===== src/rtl/note_search_pkg.sv =====
// Shared types and constants for the frequency -> MIDI note search.
// Holds the FSM state and search-phase encodings and the probe-address helper.
package note_search_pkg;

    localparam int         NOTE_W   = 7;
    localparam logic [6:0] NOTE_MAX = 7'd127;

    typedef enum logic [2:0] {
        IDLE = 3'd0,
        RD   = 3'd1,
        WT   = 3'd2,
        CMP  = 3'd3,
        DONE = 3'd4
    } state_t;

    typedef enum logic [1:0] {
        SEARCH = 2'd0,
        FLOOR  = 2'd1,
        UPPER  = 2'd2
    } phase_t;

    // Next ROM address to probe: the result so far with bit b set.
    function automatic logic [6:0] probe_addr(input logic [6:0] res, input logic [2:0] b);
        return res | (7'd1 << b);
    endfunction

endpackage


===== src/rtl/note_dist_sel.sv =====
// Nearest-note chooser: given a frequency bracketed by lo and hi table values,
// says whether the upper note is strictly closer. Equal distances pick the lower
// note. Both differences are non-negative because lo <= freq < hi.
module note_dist_sel #(
    parameter int W = 14
) (
    input  logic [W-1:0] i_freq,
    input  logic [W-1:0] i_lo,
    input  logic [W-1:0] i_hi,
    output logic         o_pick_hi
);

    logic [W-1:0] w_d_lo;
    logic [W-1:0] w_d_hi;

    // Distance of the frequency to each neighbour and the strict-less decision.
    always_comb begin
        w_d_lo    = i_freq - i_lo;
        w_d_hi    = i_hi - i_freq;
        o_pick_hi = (w_d_hi < w_d_lo);
    end

endmodule


===== src/rtl/note_freq_search.sv =====
// note_freq_search: maps a measured frequency (Hz) back to a MIDI note by binary
// search over the ascending note->frequency ROM, whose read port this block owns.
// Seven probes build the largest index whose ROM value is <= freq, then one more
// read of that index produces the exact/under/over flags.
// Optional macro NOTE_NEAREST_EN: adds a read of the next-higher entry and rounds
// to the nearer note (ties go to the lower note). Without it the result is the floor.
module note_freq_search
    import note_search_pkg::*;
#(
    parameter int ROM_LAT = 1,
    parameter int FREQ_W  = 14
) (
    input  logic              clk,
    input  logic              rst_n,
    input  logic              start,
    input  logic [FREQ_W-1:0] freq_in,
    output logic              busy,
    output logic              done,
    output logic [6:0]        note_out,
    output logic              exact,
    output logic              under,
    output logic              over,
    output logic              rom_ce,
    output logic [6:0]        rom_ad,
    input  logic [FREQ_W-1:0] rom_dout
);

    // Last value of the wait counter; WT lasts ROM_LAT-1 cycles and is skipped at ROM_LAT=1.
    localparam logic [7:0] WT_LAST = 8'((ROM_LAT > 2) ? (ROM_LAT - 2) : 0);

    state_t            r_state;
    state_t            w_state_nx;
    phase_t            r_phase;
    logic [FREQ_W-1:0] r_freq;
    logic [6:0]        r_res;
    logic [2:0]        r_bit;
    logic [7:0]        r_wait;
    logic              r_ex;
    logic              r_un;
    logic              r_ov;

    logic              r_busy;
    logic              r_done;
    logic [6:0]        r_note;
    logic              r_exact;
    logic              r_under;
    logic              r_over;
    logic              r_rom_ce;
    logic [6:0]        r_rom_ad;

    logic [6:0]        w_res_upd;
    logic [6:0]        w_ad_nx;
    logic              w_le;
    logic              w_lt;
    logic              w_eq;
    logic              w_gt;
    logic              w_need_upper;

    assign w_le = (rom_dout <= r_freq);
    assign w_lt = (r_freq < rom_dout);
    assign w_eq = (r_freq == rom_dout);
    assign w_gt = (r_freq > rom_dout);

`ifdef NOTE_NEAREST_EN
    logic [FREQ_W-1:0] r_lo;
    logic              w_pick_hi;

    // Upper neighbour is only worth reading when the floor is neither exact nor below the table.
    assign w_need_upper = (r_res != NOTE_MAX) && !w_lt && !w_eq;

    note_dist_sel #(
        .W(FREQ_W)
    ) u_dist (
        .i_freq   (r_freq),
        .i_lo     (r_lo),
        .i_hi     (rom_dout),
        .o_pick_hi(w_pick_hi)
    );

    // Capture ROM[floor] during the FLOOR compare as the lower bracket value.
    always_ff @(posedge clk or negedge rst_n) begin
        if (!rst_n) begin
            r_lo <= '0;
        end else if (r_state == CMP && r_phase == FLOOR) begin
            r_lo <= rom_dout;
        end
    end
`else
    assign w_need_upper = 1'b0;
`endif

    // FSM state register.
    always_ff @(posedge clk or negedge rst_n) begin
        if (!rst_n) begin
            r_state <= IDLE;
        end else begin
            r_state <= w_state_nx;
        end
    end

    // Next-state logic: one RD/WT/CMP round per ROM read, DONE after the last compare.
    always_comb begin
        w_state_nx = r_state;
        case (r_state)
            IDLE: begin
                if (start) w_state_nx = RD;
                else       w_state_nx = IDLE;
            end
            RD: begin
                if (ROM_LAT > 1) w_state_nx = WT;
                else             w_state_nx = CMP;
            end
            WT: begin
                if (r_wait == WT_LAST) w_state_nx = CMP;
                else                   w_state_nx = WT;
            end
            CMP: begin
                case (r_phase)
                    SEARCH:  w_state_nx = RD;
                    FLOOR: begin
                        if (w_need_upper) w_state_nx = RD;
                        else              w_state_nx = DONE;
                    end
                    UPPER:   w_state_nx = DONE;
                    default: w_state_nx = DONE;
                endcase
            end
            DONE:    w_state_nx = IDLE;
            default: w_state_nx = IDLE;
        endcase
    end

    // Result after the current SEARCH compare and the address for the next read.
    always_comb begin
        w_res_upd = r_res;
        w_ad_nx   = r_rom_ad;
        if (r_phase == SEARCH && w_le) w_res_upd = r_rom_ad;
        else                           w_res_upd = r_res;
        case (r_state)
            IDLE: w_ad_nx = probe_addr(7'd0, 3'd6);
            CMP: begin
                if (r_phase == SEARCH) begin
                    if (r_bit == 3'd0) w_ad_nx = w_res_upd;
                    else               w_ad_nx = probe_addr(w_res_upd, r_bit - 3'd1);
                end else begin
                    w_ad_nx = r_res + 7'd1;
                end
            end
            default: w_ad_nx = r_rom_ad;
        endcase
    end

    // Search datapath, ROM port and result registers; results only change on done.
    always_ff @(posedge clk or negedge rst_n) begin
        if (!rst_n) begin
            r_phase  <= SEARCH;
            r_freq   <= '0;
            r_res    <= 7'd0;
            r_bit    <= 3'd0;
            r_wait   <= 8'd0;
            r_ex     <= 1'b0;
            r_un     <= 1'b0;
            r_ov     <= 1'b0;
            r_busy   <= 1'b0;
            r_done   <= 1'b0;
            r_note   <= 7'd0;
            r_exact  <= 1'b0;
            r_under  <= 1'b0;
            r_over   <= 1'b0;
            r_rom_ce <= 1'b0;
            r_rom_ad <= 7'd0;
        end else begin
            r_rom_ce <= (w_state_nx == RD);
            if (w_state_nx == RD) r_rom_ad <= w_ad_nx;
            case (r_state)
                IDLE: begin
                    r_done <= 1'b0;
                    if (start) begin
                        r_busy  <= 1'b1;
                        r_freq  <= freq_in;
                        r_res   <= 7'd0;
                        r_bit   <= 3'd6;
                        r_phase <= SEARCH;
                        r_ex    <= 1'b0;
                        r_un    <= 1'b0;
                        r_ov    <= 1'b0;
                    end else begin
                        r_busy <= 1'b0;
                    end
                end
                RD: r_wait <= 8'd0;
                WT: r_wait <= r_wait + 8'd1;
                CMP: begin
                    case (r_phase)
                        SEARCH: begin
                            r_res <= w_res_upd;
                            if (r_bit == 3'd0) r_phase <= FLOOR;
                            else               r_bit   <= r_bit - 3'd1;
                        end
                        FLOOR: begin
                            r_un <= w_lt;
                            r_ov <= (r_res == NOTE_MAX) && w_gt;
                            r_ex <= w_eq;
                            if (w_need_upper) r_phase <= UPPER;
                        end
`ifdef NOTE_NEAREST_EN
                        UPPER: begin
                            if (w_pick_hi) r_res <= r_res + 7'd1;
                        end
`endif
                        default: r_phase <= r_phase;
                    endcase
                end
                DONE: begin
                    r_done  <= 1'b1;
                    r_note  <= r_res;
                    r_exact <= r_ex;
                    r_under <= r_un;
                    r_over  <= r_ov;
                end
                default: r_done <= 1'b0;
            endcase
        end
    end

    assign busy     = r_busy;
    assign done     = r_done;
    assign note_out = r_note;
    assign exact    = r_exact;
    assign under    = r_under;
    assign over     = r_over;
    assign rom_ce   = r_rom_ce;
    assign rom_ad   = r_rom_ad;

endmodule

===== config.mk =====
export PLATFORM = sky130hd
export DESIGN_NAME = note_freq_search
export DESIGN_NICKNAME = d
export VERILOG_FILES = /design/src/rtl/note_search_pkg.sv /design/src/rtl/note_dist_sel.sv /design/src/rtl/note_freq_search.sv
export SDC_FILE = /design/constraint.sdc
export NUM_CORES = 1
export LEC_CHECK = 0
export ABC_AREA = 1
export CAP_MARGIN = 5
export CORE_ASPECT_RATIO = 2
export CORE_MARGIN = 10
export CORE_UTILIZATION = 44
export CTS_CLUSTER_SIZE = 28
export DETAILED_ROUTE_END_ITERATION = 7
export PLACE_DENSITY = 0.78
export SYNTH_ARGS = -nofsm -noshare
export SYNTH_HDL_FRONTEND = slang
export SYNTH_HIERARCHICAL = 1
export SYNTH_SLANG_ARGS = --single-unit

===== constraint.sdc =====
create_clock -name clk -period 5.4 [get_ports clk]
set_input_delay 1.08 -clock clk [delete_from_list [all_inputs] [get_ports clk]]
set_output_delay 1.08 -clock clk [all_outputs]
set_load 0.03 [all_outputs]

==> flow_summary.yaml, run 1 <==
hold_path:
  min_path_cells: 2
  hold_path_class: "reg -> reg"
  worstHoldStart: "r_freq[10]$_DFFE_PN0P_"
  hold_path_end: "r_freq[10]$_DFFE_PN0P_"
worst_setup_path:
  crit_fanout: 13
  critical_path_class: "in -> reg"
  reg2reg_depth: 13
  required_ns: 5.62
  crit_path_start_kind: "input pin"
  cp-end-kind: "flip-flop"
  crit_arrival_ns: 3.02
  r2r_end: "rom_ad[0]$_DFFE_PN0P_"
  rr_startpoint: "r_freq[13]$_DFFE_PN0P_"
  rrSetupSlack_ns: 3.48
drt:
  vias: 2559
  wl_per_cell_um: 12.89
  vias_per_cell: 4.912
  first_iter_violations: 132
  route.detailed.drc: 0
  antenna_left: 0
  drt-total-wl_um: 6718
  dr.pass1.iters: 7
clocking:
  cts_max_level: 3
  postCtsSetupBuffers: 0
  clock_path_buffers: 2
  cts.reportedPaths.clkPinSlew_ns: 0.05
  clkLatencyLatePin_ns: 0.33
  post_cts_resized: 0
  cts_num_sinks: 59
  ctsHoldBuffers: 0
  clock-root-buffer: "clkbuf_16"
  cts_tree: "yes"
  numCtsBuffers: 9
cells_and_area:
  diodes: 0
  multi_input_area_sq_um: 1320
  fin_nets: 480
  drive_above_1_share_pct: 8.817
  final_area_sq_um: 3950
  syn_to_final_growth_pct: 28.13
  num-fill-cells: 644
  regArea_sq_um: 1476
sta:
  rsz0062_at_grt: "false"
  finalHoldViolations: 0
  slew_violations: 0
  worst_pin_slew_ns: 0.7429
  fmax_mhz: 358.1
  relSlewSlack_pct: 50.47
  fin_crit_sh_pct: 51.71
  layout_setup_ws_ns: 2.608
  fin_worst_skew_ns: 0.005883
  fin_tns_setup_ns: 0
  period_minus_slack_ns: 2.792
  setup_viol: 0
power_and_ir_drop:
  peakVddDrop_uv: 250.3
  p_per_area_nw_per_um2: 547.6
  power_leakage_nw: 2.065
  finalPower_mw: 2.163
synth:
  synth_edf_count: 0
  synth.top_cell.area_share_pct: 47.89
  postSynthAreaPerCell_sq_um: 8.332
  yosys.area.top_type: "dfrtp_1"
  ys_top_cells_by_area: "dfrtp_1 48%, nand2_1 15%, ha_1 8.9%"
  synth_commonest_cells: "124 x nand2_1, 60 x inv_1, 59 x dfrtp_1"
  ys_async_sr_fraction_pct: 100.0
  ys.flop_type: "dfrtp_1"
  synth_seq_area_share_pct: 47.89
  synth_cell_type_count: 32
  synth.most_common_cell: "nand2_1"
  synthCells: 370
  synthesis.area_sq_um: 3083
  yosys_register_bits: 59
  synth_nets: 423
  yosysWarnings: 6
grt:
  gr-usage-all-layers_pct: 13.56
  grt_max_degree: 60
  antenna_found_initial: 0
  overflow: 0
  first_global_vias: 2612
  grt_pass1_wl_um: 11870
die:
  die-area_sq_um: 10960
  rows: 43
  initial_core_util_pct: 44.77
  floorplan.die.width_um: 79.19
  fp.coreArea_sq_um: 6887
  die_h_um: 138.4
  ioPinCount: 51
placed_design:
  hpwl_um: 5208
  post-place-ws_ns: 2.276
  port_buffers: 50
  placed_area_sq_um: 3670
  gp_congestion: 0.8130
run:
  maxCapViolCount: 0
status:
  status: "finished, final reports clean"
-- worst max-delay path by stage --
stage	startpoint	to	cells past startpoint
3_3_place_gp	rom_dout[13]	rom_ad[3]$_DFFE_PN0P_	15
5_1_grt	rom_dout[7]	rom_ad[0]$_DFFE_PN0P_	15
4_1_cts	rom_dout[12]	rom_ad[0]$_DFFE_PN0P_	15
6_report	rom_dout[13]	rom_ad[0]$_DFFE_PN0P_	15
2_1_floorplan	rom_dout[13]	rom_ad[6]$_DFFE_PN0P_	15
3_5_place_dp	rom_dout[13]	rom_ad[3]$_DFFE_PN0P_	15
-- worst max-delay path, stage by stage --
cell and delay (ns):
clkdlybuf4s50_1 0.45, inv_1 0.04, ha_1 0.31, nand2_2 0.08
inv_1 0.04, nand2_1 0.05, nand2_1 0.05, a21oi_1 0.22
nand3_2 0.15, nand2_4 0.19, nand2_1 0.09, o21ai_2 0.07
nand2_1 0.06, nand2_1 0.06, nand2_1 0.05
-- layout by cell type (no fill, tap or decap), drive strengths merged, types with 2 or more instances in the layout --
| cell | instances |
|---|---|
| nand2 | 127 |
| ha | 22 |
| a22oi | 2 |
| nor3 | 6 |
| dfrtp | 59 |
| clkbuf | 13 |
| buf | 2 |
| a21oi | 8 |
| o21ai | 27 |
| nand3 | 12 |
| nor2 | 12 |
| clkdlybuf4s50 | 49 |
| inv | 66 |
| clkinv | 2 |
| o22ai | 9 |
| nand4 | 6 |
| a31oi | 4 |
-- registers in the layout, indices dropped and copies added (netlist names) --
signal / cells
busy: 1
done: 1
exact: 1
note_out: 7
over: 1
r_bit: 3
r_ex: 1
r_freq: 14
r_ov: 1
r_phase: 1
r_res: 7
r_state: 3
r_un: 1
r_wait: 8
rom_ad: 7
rom_ce: 1
under: 1
-- layer usage --
metal | vias up | GRT usage [%] | share of wire (%) | wire [um]
met1 | 1214 | 13.11 | 37 | 2480
li1 | 1296 | - | - | -
met4 | 0 | 7.217 | 2.7 | 183
met5 | - | 0 | 0 | 0
met2 | 37 | 24.75 | 58 | 3865
met3 | 12 | 3.571 | 2.8 | 189
-- layout make-up --
class / count / area share (%)
clock inverter: 2 / 0.2534
tap: 90 / 2.851
sequential: 59 / 37.38
inverter: 66 / 6.525
clock buffer: 13 / 6.842
timing repair buffer: 51 / 12.73
multi-input combinational: 240 / 33.42
-- per-stage QoR --
step | util, % | cells | hold WS [ns]
after floorplan | - | 370 | 0.4459
after detailed placement | 53.29 | 506 | 0.4659
after global routing | 57.36 | 521 | 0.4991
after CTS | 57.36 | 521 | 0.4776
final | 57.36 | 521 | 0.4746
after global placement | 53.29 | 506 | 0.4586
-- report_power, final --
group          internal (mW)  switching (mW)  total (mW)
sequential             0.597          0.0926       0.689
clock                  0.343           0.187       0.530
combinational          0.348           0.596       0.944
-- kinds of logic (layout without fill, tap and decap cells) --
logic type | Yosys count | after routing | share of synthesized area (%)
adder cells (fa/ha/maj) | 22 | 22 | 8.928
buffers and inverters | 71 | 132 | 9.294
XOR/XNOR | 1 | 1 | 0.2841
AO/OA/AOI/OAI | 52 | 52 | 10.11
flip-flops | 59 | 59 | 47.89
AND/OR/NAND/NOR | 165 | 165 | 23.50
Note: power is estimated with default switching activity, not from simulation.
==> inputs of run 2 (changes only) <==
Settings changed: PLACE_DENSITY 0.78 to 0.81.
Clock period 5.4 ns to 2.45 ns, I/O delays scaled along.
==> run 2 against run 1 <==
First-iteration DRC count up 11%. Worst hold slack worse by 0.29 ns. Non-clock buffer count up 3.
==> flow_summary.yaml, run 2 (same netlist as run 1, synthesis figures left out) <==
run:
  maxCapViolCount: 0
worst_setup_path:
  path_cells: "clkdlybuf4s50_1 > inv_1 > ha_1 > nand2_2 > inv_1 > nand2_1 > nand2_1 > a21oi_1 > nand3_2 > nand2_4 > nand2_1 > o21ai_2 > nand2_1 > nand2_1 > nand2_1"
  critical_path_class: "in -> reg"
  required_ns: 2.67
  cp_top_family: "simple AND/OR/NAND/NOR gates"
  crit_arrival_ns: 2.47
  crit_fanout: 13
  cp_num_buf_inv: 3
  critPathMaxStageDelay_ns: 0.46
  crit_path_start_kind: "input pin"
  crit_top_cell: "nand2_1"
  crit_slowest_cell: "clkdlybuf4s50_1"
  cp-end-kind: "flip-flop"
cells_and_area:
  fin_nets: 483
  final_cells: 525
  final_common_cell: "nand2_1"
  diodes: 0
  largest_reg_flops: 14
  mostFrequentLayoutCells: "124 x nand2_1, 60 x inv_1, 59 x dfrtp_1, 49 x clkdlybuf4s50_1, 22 x ha_1"
  regMostFlops: "r_freq"
  final_area_sq_um: 4081
  drive_above_1_share_pct: 9.655
  reg_top3: "r_freq: 14 flops, r_wait: 8 flops"
  final_util_pct: 59.27
  syn_to_final_growth_pct: 32.39
drt:
  first_iter_violations: 147
  vias_per_cell: 4.933
  wl_per_cell_um: 13.34
  vias: 2590
  route.detailed.drc: 0
  antenna_left: 0
  drt-total-wl_um: 7002
  dr.pass1.iters: 4
grt:
  first_global_vias: 2592
  grt_pass1_wl_um: 11460
  overflow: 0
  grt_max_degree: 33
  antenna_found_initial: 0
  gr-usage-all-layers_pct: 13.20
sta:
  fin_crit_sh_pct: 91.82
  setup_viol: 0
  fin_worst_skew_ns: 0.008126
  relSlewSlack_pct: 54.87
  fmax_mhz: 444.5
  finalHoldViolations: 0
  slew_violations: 0
  rsz0062_at_grt: "false"
  worst_pin_slew_ns: 0.6750
  period_minus_slack_ns: 2.250
clocking:
  clock_path_buffers: 2
  cts_max_level: 3
  post_cts_resized: 0
  postCtsSetupBuffers: 0
  numCtsBuffers: 9
  cts_num_sinks: 59
  clkLatencyLatePin_ns: 0.33
  ctsHoldBuffers: 0
  cts.reportedPaths.clkPinSlew_ns: 0.05
  cts_tree: "yes"
  clock-root-buffer: "clkbuf_16"
placed_design:
  gp_congestion: 0.7791
  placed_area_sq_um: 3705
  dp.cells: 509
  hpwl_um: 5448
  port_buffers: 50
power_and_ir_drop:
  power_frac_clock_pct: 30.3
  p_sw_mw: 1.971
  power_leakage_nw: 2.125
  seqPwrFrac_pct: 29.3
  combPwrFrac_pct: 40.4
  peakVddDrop_uv: 957.8
  intPower_mw: 3.239
  finalPower_mw: 5.210
  switching_share_pct: 37.83
  p_per_area_nw_per_um2: 1277
die:
  initial_core_util_pct: 44.77
  die_h_um: 138.4
  rows: 43
  fp.coreArea_sq_um: 6887
  floorplan.die.width_um: 79.19
  ioPinCount: 51
  die-area_sq_um: 10960
status:
  status: "finished, final reports clean"
hold_path:
  hold_path_class: "in -> async"
## run 2: per-stage QoR
stage                      TNS, ns  setup slack (ns)  hold slack [ns]
after CTS                        0            0.2273           0.1944
after detailed placement   -0.5943           -0.1105           0.4651
after global routing             0           0.06807           0.2229
after floorplan                  0            0.5503           0.1944
final                            0            0.2004           0.1848
after global placement    -0.09202          -0.02313           0.4582
## run 2: power groups by stage
stage	registers (mW)	logic, mW	clock network, mW
after floorplan	1.72	1.28	0
after global placement	1.52	2.03	0
after detailed placement	1.54	2.11	0
after CTS	1.53	2.12	1.60
after global routing	1.57	2.36	1.64
final	1.53	2.11	1.58
## run 2: worst paths after layout
check | from | to | slack (ns) | cells after the start
max reg2reg | r_freq[13]$_DFFE_PN0P_ | rom_ad[1]$_DFFE_PN0P_ | 0.49 | 13
min in group clk | r_freq[11]$_DFFE_PN0P_ | r_freq[11]$_DFFE_PN0P_ | 0.47 | 2
min | rst_n | note_out[2]$_DFFE_PN0P_ | 0.18 | 1
max in group asynchronous | rst_n | r_freq[9]$_DFFE_PN0P_ | 1.66 | 2
max | rom_dout[13] | rom_ad[1]$_DFFE_PN0P_ | 0.20 | 15
min reg2reg | r_freq[11]$_DFFE_PN0P_ | r_freq[11]$_DFFE_PN0P_ | 0.47 | 2
## run 2: per-layer routing
layer  global-route usage, %  vias to the layer above  part of all wire [%]
met1                   11.60                     1234                    37
met4                   8.262                        0                   2.8
met2                   24.92                       40                    57
met5                       0                        -                     0
met3                   3.312                       16                   3.1
li1                        -                     1300                     -
## run 2: area by class of cell
class	count	area (sq um)
Clock buffer	12	256.5
Clock inverter	4	120.1
Fill cell	639	2805
Inverter	66	257.7
Multi-Input combinational cell	240	1320
Sequential cell	59	1476
Tap cell	90	112.6
Timing Repair Buffer	54	538.0
## run 2: worst reg2reg max path, cell delays in order, from the launching register on
cell and delay (ns):
dfrtp_1 0.38, ha_1 0.30, nand2_2 0.08, inv_1 0.04, nand2_1 0.06, nand2_1 0.05
a21oi_1 0.21, nand3_2 0.15, nand2_4 0.19, nand2_1 0.10, o21ai_2 0.08, nand2_1 0.08
nand2_1 0.07, nand2_1 0.05
